===== config.mk =====
export PLATFORM = sky130hd
export DESIGN_NAME = pipelined_addsub
export DESIGN_NICKNAME = d
export VERILOG_FILES = /design/src/rtl/adder_pkg.sv /design/src/rtl/adder_slice.sv /design/src/rtl/pipelined_addsub.sv
export SDC_FILE = /design/constraint.sdc
export NUM_CORES = 1
export LEC_CHECK = 0
export CAP_MARGIN = 20
export CORE_UTILIZATION = 50
export CTS_CLUSTER_SIZE = 28
export DETAILED_ROUTE_END_ITERATION = 6
export PLACE_DENSITY = 0.74
export SYNTH_ARGS = -nofsm -noshare
export SYNTH_HDL_FRONTEND = slang
export SYNTH_HIERARCHICAL = 1
export SYNTH_SLANG_ARGS = --single-unit

===== constraint.sdc =====
create_clock -name clk -period 8.06 [get_ports clk]
set_input_delay 2.418 -clock clk [delete_from_list [all_inputs] [get_ports clk]]
set_output_delay 2.418 -clock clk [all_outputs]
set_load 0.005 [all_outputs]

===== src/rtl/adder_pkg.sv =====
// Shared types and helpers for the pipelined adder/subtractor and its bench.
package adder_pkg;

  typedef enum logic {OP_ADD = 1'b0, OP_SUB = 1'b1} op_e;

  function automatic int seg_width(int width, int stages);
    return width / stages;
  endfunction

endpackage


===== src/rtl/adder_slice.sv =====
// Combinational SEG-bit ripple of full-adder cells; also exposes the carry into
// the segment MSB so the final stage can derive signed overflow.
module adder_slice #(
  parameter int SEG = 8
) (
  input  logic [SEG-1:0] a,
  input  logic [SEG-1:0] b,
  input  logic           cin,
  output logic [SEG-1:0] sum,
  output logic           cout,
  output logic           cmsb
);

  logic c;

  always_comb begin
    c    = cin;
    cmsb = cin;
    sum  = '0;
    for (int i = 0; i < SEG; i++) begin
      if (i == SEG - 1) cmsb = c;
      sum[i] = a[i] ^ b[i] ^ c;
      c      = (a[i] & b[i]) | (c & (a[i] ^ b[i]));
    end
    cout = c;
  end

endmodule


===== src/rtl/pipelined_addsub.sv =====
// WIDTH-bit add/sub split into STAGES registered carry segments with valid/ready flow control.
// Optional ADDSUB_SATURATE_EN clamps overflowing results to signed max/min at the final stage.
module pipelined_addsub
  import adder_pkg::*;
#(
  parameter int WIDTH  = 32,
  parameter int STAGES = 4
) (
  input  logic             clk,
  input  logic             rst,
  input  logic             in_valid,
  output logic             in_ready,
  input  logic [WIDTH-1:0] in_a,
  input  logic [WIDTH-1:0] in_b,
  input  logic             in_cin,
  input  op_e              in_op,
  output logic             out_valid,
  input  logic             out_ready,
  output logic [WIDTH-1:0] out_sum,
  output logic             out_cout,
  output logic             out_ovf
);

  localparam int SEG = seg_width(WIDTH, STAGES);

  if (WIDTH % STAGES != 0) begin : g_bad_cfg
    $error("pipelined_addsub: WIDTH must be divisible by STAGES");
  end

  logic adv;

  // Register k sits after stage k-1; register STAGES drives the outputs.
  logic [STAGES:1]            vld_q, vld_d;
  logic [STAGES:1][WIDTH-1:0] a_q, a_d, b_q, b_d, s_q, s_d;
  logic [STAGES:1]            c_q, c_d;
  logic                       ovf_q, ovf_d;

  logic [WIDTH-1:0] b_in;
  logic             c_in;

  assign adv      = !vld_q[STAGES] || out_ready;
  assign in_ready = adv;

  // Subtraction is A + ~B + ~cin, so invert once on entry and carry B' forward.
  assign b_in = (in_op == OP_SUB) ? ~in_b : in_b;
  assign c_in = (in_op == OP_SUB) ? ~in_cin : in_cin;

  for (genvar s = 0; s < STAGES; s++) begin : g_stage
    logic [WIDTH-1:0] a_src, b_src, s_src, nxt;
    logic             c_src;
    logic [SEG-1:0]   seg_sum;
    logic             seg_cout, seg_cmsb;

    if (s == 0) begin : g_head
      assign a_src = in_a;
      assign b_src = b_in;
      assign s_src = '0;
      assign c_src = c_in;
    end else begin : g_body
      assign a_src = a_q[s];
      assign b_src = b_q[s];
      assign s_src = s_q[s];
      assign c_src = c_q[s];
    end

    adder_slice #(.SEG(SEG)) u_slice (
      .a    (a_src[s*SEG +: SEG]),
      .b    (b_src[s*SEG +: SEG]),
      .cin  (c_src),
      .sum  (seg_sum),
      .cout (seg_cout),
      .cmsb (seg_cmsb)
    );

    always_comb begin
      nxt                = s_src;
      nxt[s*SEG +: SEG]  = seg_sum;
    end

    assign a_d[s+1] = a_src;
    assign b_d[s+1] = b_src;
    assign c_d[s+1] = seg_cout;

    if (s == STAGES - 1) begin : g_tail
      logic ovf;
      assign ovf   = seg_cmsb ^ seg_cout;
      assign ovf_d = ovf;
`ifdef ADDSUB_SATURATE_EN
      assign s_d[s+1] = !ovf ? nxt :
                        a_src[WIDTH-1] ? {1'b1, {(WIDTH-1){1'b0}}} : {1'b0, {(WIDTH-1){1'b1}}};
`else
      assign s_d[s+1] = nxt;
`endif
    end else begin : g_mid
      assign s_d[s+1] = nxt;
    end
  end

  always_comb begin
    vld_d    = '0;
    vld_d[1] = in_valid;
    for (int k = 2; k <= STAGES; k++) vld_d[k] = vld_q[k-1];
  end

  // Data regs only load for valid beats, so bubbles leave the last result on the outputs.
  always_ff @(posedge clk or posedge rst) begin
    if (rst) begin
      vld_q <= '0;
      a_q   <= '0;
      b_q   <= '0;
      s_q   <= '0;
      c_q   <= '0;
      ovf_q <= 1'b0;
    end else if (adv) begin
      vld_q <= vld_d;
      for (int k = 1; k <= STAGES; k++) begin
        if (vld_d[k]) begin
          a_q[k] <= a_d[k];
          b_q[k] <= b_d[k];
          s_q[k] <= s_d[k];
          c_q[k] <= c_d[k];
        end
      end
      if (vld_d[STAGES]) ovf_q <= ovf_d;
    end
  end

  // Finished lower operand bits and the last stage's operand copy are never read.
  logic operand_unused;
  assign operand_unused = ^{a_q, b_q};

  assign out_valid = vld_q[STAGES];
  assign out_sum   = s_q[STAGES];
  assign out_cout  = c_q[STAGES];
  assign out_ovf   = ovf_q;

endmodule

## Word-level counts from Yosys, hierarchy flattened

Index checks and enable logic that the tools add are counted.

- Register bits: 281
- Latch bits: 0
- RAM bits: 0
- Bits in read-only memories: 0
- Input bits: 70
- Output and inout port bits: 36
- Word-level logic and storage cells: 187
- Memories: 0

- $add $sub $neg: 0
- Multipliers: 0
- Divide/modulo/power cells: 0
- Order comparisons: 0
- Equal/unequal tests: 0
- Shifts and indexed selects: 0
- Muxes and demuxes: 2
- Bitwise operators: 163
- Reduce and logical (&&, ||, !) cells: 6

Operators by type and width:

| cell | count |
|---|---|
| $xor 1x1->1 | 65 |
| $and 1x1->1 | 64 |
| $mux 32 | 1 |
| $not 32->32 | 1 |
| $or 1x1->1 | 32 |
| $reduce_and 2->1 | 4 |
| $logic_not 1->1 | 1 |
| $logic_or 1x1->1 | 1 |
| $mux 1 | 1 |
| $not 1->1 | 1 |

## Depth between registers and ports, before layout

Gate-level depths: netlist of run 1.

- Word-level depth: 19
- Mapped depth: 16
- Gate-level depth less buffers: 14

## By module

Netlist of run 1, hierarchy kept.

Modules (own cells, without submodules):

| module | times used | cells each | area an instance (um^2) | seq. area each (um^2) |
|---|---|---|---|---|
| pipelined_addsub | 1 | 465 | 7198.2 | 4629.4 |
| adder_slice | 4 | 18 | 197.7 | 0.0 |

## Worst setup path after synthesis of run 1

OpenSTA, ideal clock, no wires.

- Kind: input -> register
- From: in in_op
- To: reg s_q, in the netlist g_stage[1].s_src[7]
- Setup time: 0.125 ns
- Arrival: 5.989 ns
- Setup slack: 1.946 ns
- Cell stages on the path: 16
- Path buffers: 2
- Cell sequence: buf_2 > buf_2 > xor2_1 > fa_1 > inv_1 > fa_1 > inv_1 > fa_1 > fa_1 > fa_1 > fa_1 > inv_1 > fa_1 > inv_1 > fa_1 > mux2_2

- Word-level cells in the longest chain between the ends: 17
- Elaborated cells on any way between the ends: 32

RTL lines:

| element | RTL line | source |
|---|---|---|
| start, declared | pipelined_addsub.sv:16 | `input op_e in_op,` |
| $mux 32 * | pipelined_addsub.sv:45 | `assign b_in = (in_op == OP_SUB) ? ~in_b : in_b;` |
| net b_in[0] | pipelined_addsub.sv:38 | `logic [WIDTH-1:0] b_in;` |
| $xor 1x1->1 | adder_slice.sv:23 | `c = (a[i] & b[i]) \| (c & (a[i] ^ b[i]));` |
| $and 1x1->1 | adder_slice.sv:23 |  |
| $or 1x1->1 * | adder_slice.sv:23 |  |
| $and 1x1->1 * | adder_slice.sv:23 |  |
| $or 1x1->1 * | adder_slice.sv:23 |  |
| $and 1x1->1 * | adder_slice.sv:23 |  |
| [... 4 more ...] | n/a |  |
| $or 1x1->1 * | adder_slice.sv:23 |  |
| $and 1x1->1 * | adder_slice.sv:23 |  |
| $or 1x1->1 * | adder_slice.sv:23 |  |
| $and 1x1->1 * | adder_slice.sv:23 |  |
| $or 1x1->1 * | adder_slice.sv:23 |  |
| net g_stage[0].seg_cmsb | pipelined_addsub.sv:52 | `logic seg_cout, seg_cmsb;` |
| $xor 1x1->1 * | adder_slice.sv:22 | `sum[i] = a[i] ^ b[i] ^ c;` |
| net g_stage[0].seg_sum[7] | pipelined_addsub.sv:51 | `logic [SEG-1:0] seg_sum;` |
| end signal, assigned by index | pipelined_addsub.sv:120 | `s_q[k] <= s_d[k];` |
| end, declared | pipelined_addsub.sv:34 | `logic [STAGES:1][WIDTH-1:0] a_q, a_d, b_q, b_d, s_q, s_d;` |

The timed path passes the listed nets; every way through them passes the cells marked *.
A chain may end at the register's enable or synchronous reset.

## Worst setup path in the final report of run 1

- From: in out_ready
- To: out in_ready

- Word-level cells in the longest chain between the ends: 1

RTL lines:

| element | RTL line | source |
|---|---|---|
| start, declared | pipelined_addsub.sv:18 | `input logic out_ready,` |
| $logic_or 1x1->1 | pipelined_addsub.sv:41 | `assign adv = !vld_q[STAGES] \|\| out_ready;` |
| end, declared | pipelined_addsub.sv:12 | `output logic in_ready,` |

Every way passes these cells.

==> metrics.md, run 1 <==
| Metric | Value |
|---|---|
| Critical path depth | 3 |
| Global route overflow | 0 |
| CTS tree | done |
| Routed wire length | 14.50 mm |
| Drc violations | 0 |
| Sequential Power Share | 42.4% |
| Final min period | 6.288 ns |
| GPL Wtd Cong | 0.7108 |
| Global-route wire length before repair | 24.29 mm |
| Fin util | 63.67% |
| Net Switching | 0.001105 W |
| Synth Instances | 537 |
| Unrepaired setup endpoints after global routing | no |
| Crit-path max FO | 33 |
| Fin. max-slew vios | 0 |
| Crit path max-delay family | buffers and inverters |
| Primary FF master, synth | dfrtp_1 |
| Initial Util | 51.97% |
| Internal Power | 0.002693 W |
| Synthesized Nets | 639 |
| H-tree levels | 4 |
| Global Route Usage Sum | 19.79% |
| Dpl cells | 829 |
| WP buf/inv | 2 |
| DRT iter0 DRCs | 154 |
| Seq cells post-synth | 185 |
| Clock-pin slew on the worst setup and hold paths | 0.06 ns |
| Clk_skew | 0.008049 ns |
| Slowest CP cell | clkdlybuf4s50_1 |
| Clock buffer count from CTS | 17 |
| Static leakage | 4.164 nW |
| Required @ worst endpoint | 5.64 ns |
| Fmax | 159.0 MHz |
| Router iterations before antenna repair | 4 |
| Post-synth EDFFs | 0 |
| Most frequent cells after synthesis | dfrtp_1 (185), mux2_2 (154), a21oi_1 (48) |
| Antenna cells | 0 |
| Worst R2R Path Depth | 14 |
| Vias in the first global route | 4820 |
| Final setup margin | 1.772 ns |
| Layout cell share with drive strength beyond 1 | 30.51% |
| R2R Path Start | g_stage[3].a_src[24] |
| Filler Cell Count | 1158 |
| Worst slew pin tran | 0.9674 ns |
| IO Pins | 106 |
| Largest net degree at the start of global routing | 83 |
| # port buffers | 105 |
| Synth-to-layout area growth | 22.51% |
| Slew Limit Headroom | 35.28% |
| Critical hold path startpoint | vld_q[3] |
| DPL Wire Length | 9.242 mm |
| Max cap viols | 0 |
| Avg Cell Area, Syn | 14.88 um^2 |
| Critical path cell sequence | clkdlybuf4s50_1 -> nand2b_4 -> clkdlybuf4s50_1 |
| Hold Crit Endpoint | vld_q[4] |
| Final nets | 740 |
| Routed WL per cell | 16.86 um |
| Worst R2R End | out_ovf |
| Postcts setup bufs | 0 |
| Synth top area share | 57.95% |
| Hold depth | 2 |
| Clock latency on the worst-skew pair | 0.43 ns |
| Hold_ws | 0.4931 ns |
| Crit end category | output pin |
| R2R Setup Slk | 4.09 ns |
| Worst slack at placement | 1.729 ns |
| WP data arrival | 3.87 ns |
| Critical path class | in2out |
| Share of total power in the clock network | 22.1% |
| Root Buffer | clkbuf_16 |
| Most used cell, CP | clkdlybuf4s50_1 |
| Max stage delay on crit path | 0.60 ns |
| Synth cell types | 17 |
| Cell taking the most area after synthesis | dfrtp_1 |
| Hold Crit Class | reg2reg |
| Initial antenna violation count | 0 |
| Combinational power share | 35.5% |
| Fin. Hold Viols | 0 |
| Detailed-route via count | 4360 |
| Post-DRT Antenna Nets | 0 |
| Vias per cell | 5.070 |
| Setup TNS | 0 ns |
| Top cells by area, synth | dfrtp_1 (58%), mux2_2 (22%), fa_1 (8.0%) |
| Sw Ratio | 29.10% |
| CTS max path bufs | 2 |
| Seq/Total Area, Yosys | 57.95% |
| Ys async rst share | 100.0% |
| # setup viols final | 0 |
| Cell with the most instances after synthesis | dfrtp_1 |
| Total die area | 16490 um^2 |
| Synth Warn # | 6 |
| PD cells | 388.1 nW/um^2 |
| Die X | 128.4 um |
| Synth Cell Area | 7989 um^2 |
| CP startpoint kind | input port |
| Final period utilization | 78.02% |
| Placeable Area | 15370 um^2 |
| Peak supply drop | 0.0001814 V |
| Status | completed |
| Row Count | 45 |
| Hold_buf cts | 0 |
| Final Non-Filler Cells | 860 |
| Clock Sinks | 185 |
| Die Ht | 128.4 um |
| Post-CTS Resized | 0 |
==> power by group through the flow <==
| stage | clock network [W] | logic (W) | registers [W] |
|---|---|---|---|
| global placement | 0 | 0.00129 | 0.00160 |
| global route | 0.000895 | 0.00151 | 0.00167 |
| detailed placement | 0 | 0.00136 | 0.00163 |
| CTS | 0.000859 | 0.00137 | 0.00162 |
| floorplan | 0 | 0.000939 | 0.00156 |
| finish | 0.000840 | 0.00135 | 0.00161 |
==> cell families (layout without fill, tap and decap cells) <==
family	Yosys count	count (layout)	synth area share (%)
muxes	158	158	22.46
buffers and inverters	72	184	4.244
adders and majority gates	32	32	8.019
and+or+nand+nor	6	6	0.4698
DFF	185	185	57.95
xor gates and xnor gates	34	34	3.727
AOI/OAI and AO/OA	50	50	3.132
==> flip-flops by register name, summed over array words and instances (netlist names) <==
register       count
vld_q              4
g_stage.a_src     48
out_sum           32
g_stage.b_src     48
out_ovf            1
c_q                4
g_stage.s_src     48
==> final cells by class <==
class / instances / area [um^2] / area share [%]
flip-flops and latches: 185 / 4629 / 47.30
multi-input cells: 280 / 3028 / 30.94
repair buffers: 111 / 1104 / 11.28
clock buffers: 23 / 478.0 / 4.884
well taps: 211 / 264.0 / 2.698
inverters: 43 / 166.4 / 1.700
clock inverters: 7 / 117.6 / 1.202
==> per-stage QoR <==
step,cell area (um^2),total power (W)
after CTS,9767,0.003849
after floorplan,7989,0.002501
after global placement,9171,0.002891
after global routing,9787,0.004076
after detailed placement,9171,0.002984
final,9787,0.003798
==> layout by cell type, fill, tap and decap left out, drive strengths merged <==
master / netlist / layout
fa: 32 / 32
and2: 1 / 1
o21ai: 2 / 2
clkinv: 0 / 5
clkbuf: 4 / 23
inv: 43 / 42
nand2: 4 / 4
nand2b: 1 / 1
xor2: 10 / 10
buf: 25 / 7
dfrtp: 185 / 185
clkdlybuf4s50: 0 / 104
xnor2: 24 / 24
a21oi: 48 / 48
mux2: 158 / 158
bufinv: 0 / 3
==> how the worst max path moves through the flow <==
stage / from / endpoint / slack [ns]
after global placement: out_ready / in_ready / 1.79
after global routing: out_ready / in_ready / 1.72
after floorplan: rst / c_q[1] / 0.61
after CTS: out_ready / in_ready / 1.78
final: out_ready / in_ready / 1.77
after detailed placement: in_b[0] / g_stage[1].s_src[7] / 1.73
==> per-layer routing <==
metal,wire length [um],share of wire [%],track usage (%)
met3,493,3.4,3.909
met4,237,1.6,7.682
met5,0,0,0
met1,6364,44,25.20
met2,7406,51,33.61
==> worst register-to-register path, cell delays in order (launching register included) <==
cell	delay, ns
dfrtp_1	0.40
fa_1	0.42
inv_1	0.08
fa_1	0.19
inv_1	0.06
fa_1	0.41
fa_1	0.40
fa_1	0.39
fa_1	0.36
inv_1	0.07
fa_1	0.17
inv_1	0.07
fa_1	0.40
xor2_1	0.18
mux2_2	0.26
No activity file was read; power rests on OpenSTA's default activity.
==> run 2, diff against run 1 <==
Settings changed: PLACE_DENSITY 0.74 to 0.76.
Clock period 8.06 ns to 5.5 ns, I/O delays scaled along.
==> run 2 against run 1 <==
Compared with the run above:
- critical path depth rose by 12
- register-to-register slack got worse by 2.6 ns
- first-iteration DRC count rose by 8.4%
- global-route usage fell by 0.82 points
- clock skew rose by 0.0035 ns
- sequential share of layout area barely moved
- hold slack barely moved
- non-clock buffer count did not move
- sequential power rose by 46%
- combinational power rose by 46%
- core utilization barely moved
==> metrics.md, run 2 (synthesis gave the netlist of run 1 again) <==
| Metric | Value |
|---|---|
| Initial Util | 51.97% (unchanged) |
| Max layer used | met4 |
| DRT iter0 DRCs | 167 (+8.4%) |
| Detailed-route via count | 4370 (+0.23%) |
| Largest net degree at the start of global routing | 186 (+120%) |
| Postcts setup bufs | 0 (unchanged) |
| Final period utilization | 92.86% |
| Placeable Area | 15370 um^2 (unchanged) |
| R2R Path Start | g_stage[3].a_src[24] |
| # setup viols final | 0 (unchanged) |
| DPL Wire Length | 8.905 mm (-3.7%) |
| Crit end category | register |
| Routed WL per cell | 16.32 um (-3.2%) |
| Dpl cell area | 9183 um^2 (+0.12%) |
| Hold Crit Class | reg2reg |
| Clk_skew | 0.01155 ns (+0.003505 ns) |
| R2R Setup Slk | 1.51 ns (-2.58 ns) |
| Required @ worst endpoint | 5.81 ns (+0.17 ns) |
| Total die area | 16490 um^2 (unchanged) |
| GPL Wtd Cong | 0.7227 (+1.7%) |
| Total Power | 0.005518 W (+45%) |
| Fmax | 195.8 MHz |
| Final Cell Area | 9793 um^2 (about the same) |
| Fin. max-slew vios | 0 (unchanged) |
| CTS tree | done |
| Clock buffer count from CTS | 17 (unchanged) |
| Max cap viols | 0 (unchanged) |
| # port buffers | 105 (unchanged) |
| Synth-to-layout area growth | 22.58% (about the same) |
| CP startpoint kind | input port |
| Global Route Usage Sum | 18.98% (-0.82 points) |
| Worst setup path end | g_stage[1].s_src[7] |
| Root Buffer | clkbuf_16 |
| Vias in the first global route | 4797 (-0.48%) |
| Die Ht | 128.4 um (unchanged) |
| Worst slew pin tran | 0.9545 ns (-0.01285 ns) |
| Global-route wire length before repair | 23.67 mm (-2.6%) |
| Peak supply drop | 0.0003147 V (+73%) |
| Worst R2R Path Depth | 14 (unchanged) |
| Antenna cells | 0 (unchanged) |
| Router iterations before antenna repair | 4 (unchanged) |
| Commonest non-fill, non-tap cell in the layout | dfrtp_1 |
| Hold_buf cts | 0 (unchanged) |
| Static leakage | 4.150 nW (-0.33%) |
| Slew Limit Headroom | 36.36% (+1.1 points) |
| Post-DRT Antenna Nets | 0 (unchanged) |
| Die X | 128.4 um (unchanged) |
| Post-CTS Resized | 0 (unchanged) |
| Clock Sinks | 185 (unchanged) |
| Clock-pin slew on the worst setup and hold paths | 0.07 ns (about the same) |
| Vias per cell | 5.075 (+0.11%) |
| Most frequent cells in the layout | dfrtp_1 (185), mux2_2 (154), clkdlybuf4s50_1 (104) |
| Critical path class | in2reg |
| Drc violations | 0 (unchanged) |
| Final min period | 5.107 ns |
| Final nets | 740 (unchanged) |
| WL met3 | 543 um (+10%) |
| Routed wire length | 14.05 mm (-3.1%) |
| CTS max path bufs | 2 (unchanged) |
| Worst Setup SP | in_b[0] |
| Layout cell share with drive strength beyond 1 | 31.08% (+0.57 points) |
| H-tree levels | 4 (unchanged) |
| Clock latency on the worst-skew pair | 0.43 ns (about the same) |
| WP data arrival | 5.42 ns (+1.55 ns) |
| Unrepaired setup endpoints after global routing | no |
| Row Count | 45 (unchanged) |
| Status | completed |
| Global route overflow | 0 (unchanged) |
| Critical hold path startpoint | vld_q[3] |
| IO Pins | 106 (unchanged) |
| WL met2 | 6.988 mm (-5.6%) |
| Post-Route M1 WL | 6.252 mm (-1.8%) |
| Worst R2R End | out_ovf |
| Fin. Hold Viols | 0 (unchanged) |
| Initial antenna violation count | 0 (unchanged) |
| Crit-path max FO | 1 (-97%) |
| PD cells | 563.5 nW/um^2 (+45%) |
-- run 2: changes by cell type in the layout (fill, tap and decap cells not counted), sizes merged --
cell / change
clkbuf: -5
bufinv: -1
clkinvlp: +5
clkinv: -2
inv: +4
-- run 2: metrics by stage --
step | TNS, ns | setup slack (ns) | hold slack, ns | instances | util (%)
floorplan | 0 | 0.1544 | 0.4365 | 537 | -
global placement | 0 | 0.02828 | 0.4725 | 829 | 59.74
detailed placement | -0.06357 | -0.06357 | 0.4793 | 829 | 59.74
CTS | 0 | 0.3935 | 0.4960 | 860 | 63.53
global route | 0 | 0.2252 | 0.5165 | 861 | 63.71
finish | 0 | 0.3927 | 0.4929 | 861 | 63.71
-- run 2: worst max-delay path, stage by stage --
cell and delay, ns:
clkdlybuf4s50_1 0.41, xor2_1 0.16, fa_1 0.40, inv_1 0.08, fa_1 0.15, inv_1 0.05, fa_1 0.38, fa_1 0.39
fa_1 0.39, fa_1 0.36, inv_1 0.08, fa_1 0.17, inv_1 0.06, fa_1 0.42, mux2_2 0.27
-- run 2: worst min-delay path by stage --
stage / endpoint / cells past startpoint
global route: g_stage[3].s_src[1] / 1
CTS: vld_q[4] / 2
floorplan: vld_q[4] / 2
global placement: vld_q[4] / 2
finish: vld_q[4] / 2
detailed placement: vld_q[4] / 2
-- run 2: report_power, final --
group,switching (W),internal [W]
combinational,0.000767,0.00120
clock,0.000518,0.000683
sequential,0.000352,0.00200
-- run 2: area by class of cell --
type                    instances  area, um^2
repair buffers                111        1124
well taps                     211       264.0
flip-flops and latches        185        4629
inverters                      43       165.2
multi-input cells             280        3028
clock buffers                  18       439.2
clock inverters                13       143.9
fillers                      1108        5578
-- run 2: layer usage --
layer | up-vias | track usage, %
li1 | 1993 | -
met1 | 2266 | 24.59
met2 | 91 | 31.16
met3 | 20 | 4.574
met4 | 0 | 7.266
met5 | - | 0
==> run 3, diff against run 2 <==
Settings changed: PLACE_DENSITY 0.76 to 0.74.
Clock period 5.5 ns to 4.76 ns, I/O delays scaled along.
==> run 3 against run 2 <==
Compared with the run above:
- count of clock-buffer cells in the layout rose by 2
- sequential power up 16%
- highest routed layer unchanged
- global-route usage increased by 0.37 points
- flip-flop and latch count did not move
==> metrics.md, run 3 (synthesis gave the netlist of run 1 again) <==
| Metric | Value |
|---|---|
| Status | completed |
| Die Ht | 128.4 um (unchanged) |
| Clock-pin slew on the worst setup and hold paths | 0.06 ns (about the same) |
| Worst slew pin tran | 0.9240 ns (-0.03051 ns) |
| Final nets | 744 (+0.54%) |
| Post-DRT Antenna Nets | 0 (unchanged) |
| Initial Util | 51.97% (unchanged) |
| Vias in the first global route | 4836 (+0.81%) |
| Die X | 128.4 um (unchanged) |
| Final period utilization | 96.91% |
| Root Buffer | clkbuf_16 |
| Fin util | 64.28% (+0.57 points) |
| CTS tree | done |
| DRT iter0 DRCs | 233 (+40%) |
| Crit-path max FO | 1 (unchanged) |
| Max stage delay on crit path | 0.42 ns (about the same) |
| Global-route wire length before repair | 24.05 mm (+1.6%) |
| CTS max path bufs | 2 (unchanged) |
| Vias per cell | 5.043 (-0.65%) |
| IO Pins | 106 (unchanged) |
| CP startpoint kind | input port |
| Global Route Usage Sum | 19.34% (+0.37 points) |
| Peak supply drop | 0.0003083 V (-2.0%) |
| H-tree levels | 4 (unchanged) |
| Post-CTS Resized | 0 (unchanged) |
| Global route overflow | 0 (unchanged) |
| Routed wire length | 14.15 mm (+0.72%) |
| Hold_buf cts | 0 (unchanged) |
| Detailed-route via count | 4367 (-0.069%) |
| Filler Cell Count | 1147 (+3.5%) |
| Fmax | 216.8 MHz |
| GPL Wtd Cong | 0.7455 (+3.2%) |
| Unrepaired setup endpoints after global routing | no |
| Clock latency on the worst-skew pair | 0.42 ns (about the same) |
| Most used cell, CP | fa_2 |
| Crit end category | register |
| Layout cell share with drive strength beyond 1 | 33.28% (+2.2 points) |
| Fin. max-slew vios | 0 (unchanged) |
| Largest net degree at the start of global routing | 66 (-65%) |
| Static leakage | 4.185 nW (+0.84%) |
| Dpl cells | 834 (+0.60%) |
| Slew Limit Headroom | 38.18% (+1.8 points) |
| Clock buffer count from CTS | 17 (unchanged) |
| Hold Crit Class | reg2reg |
| Final Non-Filler Cells | 866 (+0.58%) |
| Row Count | 45 (unchanged) |
| Slowest CP cell | clkdlybuf4s50_1 |
| Fin. Hold Viols | 0 (unchanged) |
| Clock Sinks | 185 (unchanged) |
| Required @ worst endpoint | 5.07 ns (-0.74 ns) |
| Critical path cell sequence | clkdlybuf4s50_1 -> xor2_1 -> fa_2 -> inv_2 -> fa_2 -> inv_1 -> fa_2 -> fa_2 -> fa_2 -> fa_2 -> inv_2 -> fa_2 -> inv_1 -> fa_2 -> mux2_2 |
| Drc violations | 0 (unchanged) |
| Initial antenna violation count | 0 (unchanged) |
| WP buf/inv | 5 (unchanged) |
| Placeable Area | 15370 um^2 (unchanged) |
| Commonest non-fill, non-tap cell in the layout | dfrtp_1 |
| Router iterations before antenna repair | 5 (+1) |
| WP data arrival | 4.92 ns (-0.50 ns) |
| Routed WL per cell | 16.34 um (+0.14%) |
| # port buffers | 105 (unchanged) |
| Final min period | 4.613 ns |
| Most frequent cells in the layout | dfrtp_1 (185), mux2_2 (153), clkdlybuf4s50_1 (103) |
| PD cells | 650.6 nW/um^2 (+15%) |
| Clk_skew | 0.007959 ns (-0.003596 ns) |
| Antenna cells | 0 (unchanged) |
| # setup viols final | 0 (unchanged) |
| Critical path class | in2reg |
| Synth-to-layout area growth | 23.68% |
| Postcts setup bufs | 0 (unchanged) |
| DPL Wire Length | 9.500 mm (+6.7%) |
| Total die area | 16490 um^2 (unchanged) |
| Max cap viols | 0 (unchanged) |
| Crit path max-delay family | adder cells |
-- run 3: worst paths after layout --
kind / start / to / slack, ns / cells after the start
worst min-delay path: g_stage[2].s_src[9] / g_stage[3].s_src[9] / 0.50 / 1
max in group asynchronous: rst / g_stage[2].s_src[13] / 2.41 / 3
worst max-delay path: in_cin / g_stage[1].s_src[7] / 0.15 / 15
worst max register to register: g_stage[3].a_src[24] / out_ovf / 0.84 / 14
worst min register to register: g_stage[2].s_src[9] / g_stage[3].s_src[9] / 0.50 / 1
min in group asynchronous: rst / g_stage[3].a_src[27] / 1.55 / 2
-- run 3: final cells by class --
| class | count | area (um^2) | area share, % |
|---|---|---|---|
| multi-input cells | 280 | 3059 | 30.96 |
| clock inverters | 12 | 147.6 | 1.494 |
| well taps | 211 | 264.0 | 2.672 |
| clock buffers | 20 | 466.7 | 4.723 |
| flip-flops and latches | 185 | 4629 | 46.85 |
| repair buffers | 115 | 1149 | 11.62 |
| inverters | 43 | 165.2 | 1.672 |
-- run 3: power by group --
part	internal, W	switching, W
logic	0.00138	0.000883
clock network	0.000864	0.000576
registers	0.00231	0.000413
-- run 3: layer usage --
layer | track usage (%) | up-vias | routed length [um]
li1 | - | 2000 | -
met1 | 25.50 | 2265 | 6262
met2 | 31.61 | 87 | 7191
met3 | 3.825 | 15 | 494
met4 | 8.028 | 0 | 206
met5 | 0 | - | 0
-- run 3: through the flow --
stage          hold WS [ns]  instance area, um^2  total power, W  setup TNS, ns  setup slack (ns)
2_1_floorplan        0.4365                 8040        0.004243       -0.07672          -0.07672
5_1_grt              0.5157                 9881        0.006931              0           0.05475
3_5_place_dp         0.4745                 9264        0.005062        -0.7085           -0.3751
3_3_place_gp         0.4777                 9264        0.004923        -0.5249           -0.3059
6_report             0.4983                 9881        0.006428              0            0.1473
4_1_cts              0.5007                 9878        0.006534              0           0.08992
